### config.mk
export PLATFORM = sky130hd
export DESIGN_NAME = multi_ch_fault_mon
export DESIGN_NICKNAME = d
export VERILOG_FILES = /design/src/rtl/fault_mon_pkg.sv /design/src/rtl/fault_ch_fsm.sv /design/src/rtl/multi_ch_fault_mon.sv
export SDC_FILE = /design/constraint.sdc
export NUM_CORES = 1
export LEC_CHECK = 0
export ABC_AREA = 1
export CAP_MARGIN = 20
export CORE_MARGIN = 10
export CORE_UTILIZATION = 60
export DETAILED_ROUTE_END_ITERATION = 16
export DONT_BUFFER_PORTS = 1
export GPL_ROUTABILITY_DRIVEN = 0
export PLACE_DENSITY = 0.76
export RECOVER_POWER = 100
export SLEW_MARGIN = 0
export SYNTH_ARGS = -nofsm -noshare
export SYNTH_HDL_FRONTEND = slang
export SYNTH_SLANG_ARGS = --single-unit
### constraint.sdc
create_clock -name clk -period 1.28 [get_ports clk]
set_input_delay 0.192 -clock clk [delete_from_list [all_inputs] [get_ports clk]]
set_output_delay 0.192 -clock clk [all_outputs]
set_load 0.02 [all_outputs]
### src/rtl/fault_mon_pkg.sv
// Shared definitions for the multi-channel fault monitor: channel state encoding
// and the bit positions of the per-channel cause vector {i_hi, v_lo, v_hi}.
package fault_mon_pkg;

  localparam logic [1:0] ST_NORMAL   = 2'd0;
  localparam logic [1:0] ST_WARNING  = 2'd1;
  localparam logic [1:0] ST_FAULT    = 2'd2;
  localparam logic [1:0] ST_SHUTDOWN = 2'd3;

  localparam int CAUSE_VHI = 0;
  localparam int CAUSE_VLO = 1;
  localparam int CAUSE_IHI = 2;
  localparam int CAUSE_W   = 3;

endpackage

### src/rtl/fault_ch_fsm.sv
// One monitored channel: debounce FSM, abnormal-sample counter and optional cause log.
// Cause capture is built only when FAULT_MON_CAUSE_LOG_EN is defined.
module fault_ch_fsm
  import fault_mon_pkg::*;
#(
  parameter int DEBOUNCE = 3
) (
  input  logic               clk,
  input  logic               rstn,
  input  logic               sample_vld,
  input  logic               clr,
  input  logic [CAUSE_W-1:0] cmp,
  output logic               warning,
  output logic               fault,
  output logic               shutdown,
  output logic [CAUSE_W-1:0] cause
);

  localparam int CW = $clog2(DEBOUNCE + 1);
  localparam logic [CW-1:0] DEB_C = CW'(DEBOUNCE);

  logic [1:0]    state_r;
  logic [1:0]    state_s;
  logic [CW-1:0] count_r;
  logic [CW-1:0] count_s;
  logic [CW-1:0] count_inc_s;
  logic          abnormal_s;

  assign abnormal_s  = |cmp;
  assign count_inc_s = count_r + CW'(1);

  // next-state and counter decode; count peaks at DEBOUNCE-1 so it cannot wrap
  always_comb begin
    state_s = state_r;
    count_s = count_r;
    case (state_r)
      ST_NORMAL: begin
        if (sample_vld && abnormal_s) begin
          state_s = ST_WARNING;
          count_s = CW'(1);
        end else begin
          state_s = ST_NORMAL;
        end
      end
      ST_WARNING: begin
        if (!sample_vld) begin
          state_s = ST_WARNING;
        end else if (!abnormal_s) begin
          state_s = ST_NORMAL;
          count_s = {CW{1'b0}};
        end else if (count_inc_s == DEB_C) begin
          state_s = ST_FAULT;
          count_s = {CW{1'b0}};
        end else begin
          count_s = count_inc_s;
        end
      end
      ST_FAULT: begin
        state_s = ST_SHUTDOWN;
        count_s = {CW{1'b0}};
      end
      ST_SHUTDOWN: begin
        if (clr && sample_vld && !abnormal_s) begin
          state_s = ST_NORMAL;
        end else begin
          state_s = ST_SHUTDOWN;
        end
        count_s = {CW{1'b0}};
      end
      default: begin
        state_s = ST_NORMAL;
        count_s = {CW{1'b0}};
      end
    endcase
  end

  // state and counter registers
  always_ff @(posedge clk or negedge rstn) begin
    if (!rstn) begin
      state_r <= ST_NORMAL;
      count_r <= {CW{1'b0}};
    end else begin
      state_r <= state_s;
      count_r <= count_s;
    end
  end

  assign warning  = (state_r == ST_WARNING);
  assign fault    = (state_r == ST_FAULT) || (state_r == ST_SHUTDOWN);
  assign shutdown = (state_r == ST_SHUTDOWN);

`ifdef FAULT_MON_CAUSE_LOG_EN
  logic [CAUSE_W-1:0] cause_r;

  // latch the compare results of the sample that completes debounce
  always_ff @(posedge clk or negedge rstn) begin
    if (!rstn) begin
      cause_r <= {CAUSE_W{1'b0}};
    end else if ((state_r == ST_WARNING) && (state_s == ST_FAULT)) begin
      cause_r <= cmp;
    end else if ((state_r == ST_SHUTDOWN) && (state_s == ST_NORMAL)) begin
      cause_r <= {CAUSE_W{1'b0}};
    end else begin
      cause_r <= cause_r;
    end
  end

  assign cause = cause_r;
`else
  assign cause = {CAUSE_W{1'b0}};
`endif

endmodule

### src/rtl/multi_ch_fault_mon.sv
// Multi-channel voltage/current fault monitor: per-channel threshold compares
// feeding independent debounce FSMs. Optional cause log: FAULT_MON_CAUSE_LOG_EN.
module multi_ch_fault_mon
  import fault_mon_pkg::*;
#(
  parameter int NCH      = 4,
  parameter int DW       = 32,
  parameter int DEBOUNCE = 3
) (
  input  logic                   clk,
  input  logic                   rstn,
  input  logic                   sample_vld,
  input  logic [NCH*DW-1:0]      volt,
  input  logic [NCH*DW-1:0]      curr,
  input  logic [DW-1:0]          v_hi,
  input  logic [DW-1:0]          v_lo,
  input  logic [DW-1:0]          i_hi,
  input  logic                   clr,
  output logic [NCH-1:0]         warning,
  output logic [NCH-1:0]         fault,
  output logic                   shutdown,
  output logic [CAUSE_W*NCH-1:0] cause
);

  logic [NCH-1:0] ch_sd_s;

  for (genvar i = 0; i < NCH; i++) begin : g_ch
    logic [DW-1:0]      v_s;
    logic [DW-1:0]      c_s;
    logic [CAUSE_W-1:0] cmp_s;

    assign v_s = volt[i*DW +: DW];
    assign c_s = curr[i*DW +: DW];

    // thresholds are strict: a sample equal to a limit is normal
    assign cmp_s[CAUSE_VHI] = (v_s > v_hi);
    assign cmp_s[CAUSE_VLO] = (v_s < v_lo);
    assign cmp_s[CAUSE_IHI] = (c_s > i_hi);

    fault_ch_fsm #(
      .DEBOUNCE (DEBOUNCE)
    ) u_fsm (
      .clk        (clk),
      .rstn       (rstn),
      .sample_vld (sample_vld),
      .clr        (clr),
      .cmp        (cmp_s),
      .warning    (warning[i]),
      .fault      (fault[i]),
      .shutdown   (ch_sd_s[i]),
      .cause      (cause[CAUSE_W*i +: CAUSE_W])
    );
  end

  assign shutdown = |ch_sd_s;

endmodule

### Yosys cells after proc, flatten, opt, wreduce, memory -nomap -nowiden

Index checks and enable logic that the tools add are counted.

| operators by class | value |
|---|---|
| $add $sub $neg | 4 |
| order comparisons | 12 |
| eq/ne operators | 28 |
| muxes and demuxes | 44 |
| reduce and logical (&&, ||, !) cells | 34 |

Operator list:

| kind | count |
|---|---|
| $gt A32 B32 Y1 | 8 |
| $lt A32 B32 Y1 | 4 |
| $mux W2 | 32 |
| $pmux W2 S4 | 4 |
| $eq A2 B2 Y1 const B | 12 |
| $pmux W2 S3 | 4 |
| $ne A4 B4 Y1 const B | 4 |
| $reduce_or A3 Y1 | 4 |
| $logic_and A1 B1 Y1 | 9 |
| $add A2 B1 Y2 const B | 4 |
| $eq A2 B1 Y1 const B | 4 |
| $logic_not A2 Y1 | 4 |
| $ne A2 B1 Y1 const B | 4 |
| $ne A2 B2 Y1 const B | 4 |
| $reduce_and A2 Y1 | 4 |
| $reduce_or A2 Y1 | 4 |
| $logic_not A1 Y1 | 4 |
| $logic_or A1 B1 Y1 | 4 |
| $mux W1 | 4 |
| $reduce_or A4 Y1 | 1 |

| word-level totals | value |
|---|---|
| register bits | 16 |
| input bits | 356 |
| output and inout bits | 21 |
| word-level logic and storage cells | 130 |

### Longest topological paths before layout

| depth | value |
|---|---|
| depth in word-level cells | 6 |
| gate-level depth with buffers | 19 |
| mapped depth without buffers | 19 |

### Cells and area by module

Synthesis repeated with hierarchy kept, for this count alone.

| second synthesis, totals | value |
|---|---|
| cells, all modules | 1551 |
| area, all modules | 10212.3 µm² |

By module, submodules not included:

| module | instances | cells an instance | area an instance (µm²) | sequential area each (µm²) |
|---|---|---|---|---|
| multi_ch_fault_mon | 1 | 1363 | 9026.2 | 0.0 |
| fault_ch_fsm | 4 | 47 | 296.5 | 100.1 |

### Least setup slack after synthesis

No wires, ideal clock.

| path | value |
|---|---|
| path kind | input-to-reg |
| from | input v_hi[31] |
| to | register g_ch[1].u_fsm.count_r[1] |
| library setup time | 0.117 ns |
| data arrival time | 1.516 ns |
| data required time | 1.163 ns |
| setup slack | -0.353 ns |
| cell stages on the path | 15 |
| path buffers | 0 |
| cell sequence | inv_1 > ha_1 > nand2_1 > nor2_2 > nand2_1 > nor2_1 > nand2_1 > nor2_2 > nand4_1 > nand2_2 > nand3_4 > nand2_4 > nand2_2 > nand2_1 > nand2_1 |

| between the ends | value |
|---|---|
| cells in the longest elaborated chain, start to end | 5 |
| elaborated cells between the ends (all ways) | 8 |
| those cells by class | 1 x order compare; 1 x eq/ne; 3 x mux; 3 x reduce/logical |

RTL lines:

| item | RTL line | source |
|---|---|---|
| from (decl) | multi_ch_fault_mon.sv:15 | `input logic [DW-1:0] v_hi,` |
| $gt A32 B32 Y1 (*) | multi_ch_fault_mon.sv:36 | `assign cmp_s[CAUSE_VHI] = (v_s > v_hi);` |
| $reduce_or A3 Y1 (*) | fault_ch_fsm.sv:29 | `assign abnormal_s = \|cmp;` |
| $mux W2 or $logic_and A1 B1 Y1 (tied branches) | fault_ch_fsm.sv:48, fault_ch_fsm.sv:38 |  |
| $mux W2 or $ne A2 B1 Y1 (tied branches) | - |  |
| $pmux W2 S3 or $reduce_and A2 Y1 (tied branches) | - |  |
| to (signal assigned) | fault_ch_fsm.sv:81 | `count_r <= {CW{1'b0}};` |
| to (signal assigned) | fault_ch_fsm.sv:84 | `count_r <= count_s;` |
| to (decl) | fault_ch_fsm.sv:24 | `logic [CW-1:0] count_r;` |

Every way passes the cells marked *; elsewhere a longest branch is shown, timed or not. The select of a mux whose other input is x is not followed.
A chain may end at the register's enable or synchronous reset.

### Final worst setup path

| path | value |
|---|---|
| from | input v_hi[24] |
| to | register g_ch[1].u_fsm.count_r[1] |

Same word-level chain as after synthesis.

==> results.toml <==
[floorplan]
core_sq_mm = 0.0166
die_x_um = 150
die_h_um = 150
ios = 377
die_area_sq_mm = 0.0225
core.rowCount = 47
start_util_pct = 61.0

[worst_hold_path]
whs_path_depth = 2
min_to = "g_ch[1].u_fsm.state_r[1]"
hold_class = "in2reg"
hold_start = "sample_vld"

[sta]
fin_crit_sh_pct = 130
finalSetupViolCount = 17
worstMarginPinSlew_ns = 0.768
setup_tns_ns = -5.36
layout_setup_ws_ns = -0.385
rsz0062_at_grt = "yes"
drv_slew = 0
fin_skew_ns = 0.00283
final_hold_viol_count = 0
fmax_ghz = 0.601
whs_ns = 0.121
slew_headroom_pct = 48.7
min_period_ns = 1.66

[logic_synthesis]
synth_top_family_by_area = "adder cells"
synthXorXnorAreaFrac_pct = 0
synth-simple-area-share_pct = 25.9
ys_ff_latch = 16
ys_types = 33
syn_avg_cell_area_sq_um = 6.71
synthAdderAreaFrac_pct = 47.0
ys.warnings.count = 0
synth_compound_gate_area_share_pct = 14.2
netlist_top_cells_area = "ha_1 47%, nand2_1 15%, a21oi_1 9.3%"
yosysTopAreaCellShare_pct = 47.0
netlist_area_sq_mm = 0.0101
synth_mux_area_share_pct = 0
netlist.top_cell.by_area = "ha_1"
ys_seq_area_share_pct = 3.96
synth_cells = 1509

[worst_setup_path]
cp-end-kind = "flop"
cp_max_fo = 6
path_class = "in2reg"
r2r_end = "g_ch[2].u_fsm.count_r[1]"
crit_buf_inv = 1
start_kind = "primary input"
rrSetupSlack_ns = 0.05
cp_cell_sequence = "clkinvlp_4, ha_4, nand2_1, nor2_1, nand2_2, nor2_1, nand2_1, nor2_2, nand4_1, nand2_4, nand3_4, nand2_4, nand2_2, nand2_1, nand2_1"
rr_worst_depth = 5
critPathSlowestCell = "ha_4"
slowest_delay_ns = 0.29
required_ns = 1.42
worst_ep_arrival_time_ns = 1.80
cp_common_cell = "nand2_1"
cp_top_family = "simple AND/OR/NAND/NOR gates"
r2r_start = "g_ch[2].u_fsm.state_r[1]"

[run_status]
violations = "setup timing"
status = "finished, violations left"

[placed_design]
pre_cts_ws_ns = -0.799
io_buffer_count = 0
placed_cells = 1777
dp_hpwl_mm = 30.5

[power]
peakVddDrop_mv = 0.547
combinationalPowerShare_pct = 76.2
p_int_mw = 3.50
power_switching_mw = 3.53
p_clk_share_pct = 9.5
p_seq_share_pct = 14.3
sw_frac_of_total_pct = 50.2
p_per_area_mw_per_mm2 = 609
p_total_mw = 7.03
power.leakage_nw = 6.38

[grt]
grt_first_pass_wirelength_mm = 51.7
grt_pass1_vias = 10600
grt_max_degree = 26
antenna_found_initial = 0
gr-total-overflow = 0
track_usage_pct = 28.4

[cells_and_area]
antenna_cells = 0
syn_to_final_growth_pct = 14.0
final_common_cell = "nand2_1"
layout_common_cells = "375 x nand2_1, 363 x ha_1, 167 x a21oi_1"
fin_nets = 2311
final_cells = 1794
final_layout_size_suffix_gt1_share_pct = 14.5

[clock_tree]
clockBufferDepth = 2
cts_tree = "done"
clock-sinks = 16
cts_htree_levels = 1
cts.reportedPaths.clkPinSlew_ns = 0.05
numCtsBuffers = 3
cts_root_buf = "clkbuf_16"
clock_latency_ns = 0.25

[route]
via_count = 10400
routed_wl_mm = 33.8
drt_iter0_drc = 409
ant_nets = 0
drc = 0
drt_first_pass_iters = 5
routedWlPerCell_um = 18.8
drt-vias-per-instance = 5.77

[flow_run]
max_cap_viol_count = 0
==> how the worst max path moves through the flow <==
| stage | start | to | slack [ns] | depth (start not counted) |
|---|---|---|---|---|
| 2_1_floorplan | i_hi[31] | g_ch[1].u_fsm.state_r[1] | -0.32 | 11 |
| 3_3_place_gp | v_hi[17] | g_ch[3].u_fsm.count_r[1] | -0.76 | 16 |
| 3_5_place_dp | v_hi[30] | g_ch[0].u_fsm.count_r[1] | -0.80 | 14 |
| 4_1_cts | v_hi[24] | g_ch[1].u_fsm.count_r[1] | -0.38 | 15 |
| 5_1_grt | v_hi[18] | g_ch[3].u_fsm.count_r[1] | -0.49 | 16 |
| 6_report | v_hi[24] | g_ch[1].u_fsm.count_r[1] | -0.38 | 15 |
==> routing by layer <==
| metal | wire, um | track usage (%) | part of all wire (%) | vias up |
|---|---|---|---|---|
| li1 | - | - | - | 5253 |
| met1 | 12300 | 29.0 | 36 | 4638 |
| met2 | 16700 | 52.4 | 49 | 372 |
| met3 | 3190 | 8.70 | 9.5 | 95 |
| met4 | 1560 | 11.8 | 4.6 | 0 |
| met5 | 0 | 0 | 0 | - |
==> registers in the layout, summed over array words and instances, names as in the netlist <==
register and cells:
g_ch.u_fsm.state_r 8, g_ch.u_fsm.count_r 8
==> cell usage after synthesis (all sizes together) <==
cell type and n:
nand3 46, conb 1, and3 4, clkinv 2
o2111ai 4, clkbuf 6, o21ai 44, ha 380
nor4 2, o22ai 1, dfrtp 16, a21boi 4
inv 190, o21a 21, nor3 16, a21oi 189
buf 21, nand3b 3, a21o 5, nand4 31
nand2 409, nor2 114
==> cell type report <==
type / count / area [sq um]
clock buffer: 4 / 88.8
inverter: 192 / 756
sequential: 16 / 400
multi-input combinational: 1285 / 9420
fill: 1474 / 5050
tap: 220 / 275
timing repair buffer: 77 / 591
==> worst reg2reg max path, cell delays in order, from the launching register on <==
cell	delay, ns
dfrtp_1	0.45
buf_2	0.24
a21oi_1	0.24
nand2_1	0.08
nand3_1	0.07
nand2_1	0.05
==> power by group through the flow <==
stage | clock network (mW) | logic [mW] | registers [mW]
floorplan | 0 | 3.58 | 0.916
global placement | 0 | 4.53 | 0.962
detailed placement | 0 | 4.69 | 0.964
CTS | 0.683 | 5.18 | 0.983
global route | 0.714 | 6.08 | 1.03
finish | 0.670 | 5.35 | 1.00
==> per-stage QoR <==
| stage | cell area (sq um) | util [%] |
|---|---|---|
| 3_5_place_dp | 10900 | 65.5 |
| 2_1_floorplan | 10300 | - |
| 4_1_cts | 11300 | 68.1 |
| 6_report | 11500 | 69.6 |
| 3_3_place_gp | 10900 | 65.5 |
| 5_1_grt | 11500 | 69.6 |
==> cell families after synthesis <==
family          count (synthesis)
simple gates                  625
fa+ha+maj                     380
compound gates                268
buf+inv                       219
flops                          16
other cells                     1
==> repair_timing <==
item / CTS / global route
setup buffers: 10 / 4
hold endpoints to repair: 16 / 0
hold buffers: 1 / 0
pin swaps: 21 / 23
resized for setup: 65 / 50
setup endpoints to repair: 21 / 21
No activity file was read; power rests on OpenSTA's default activity.
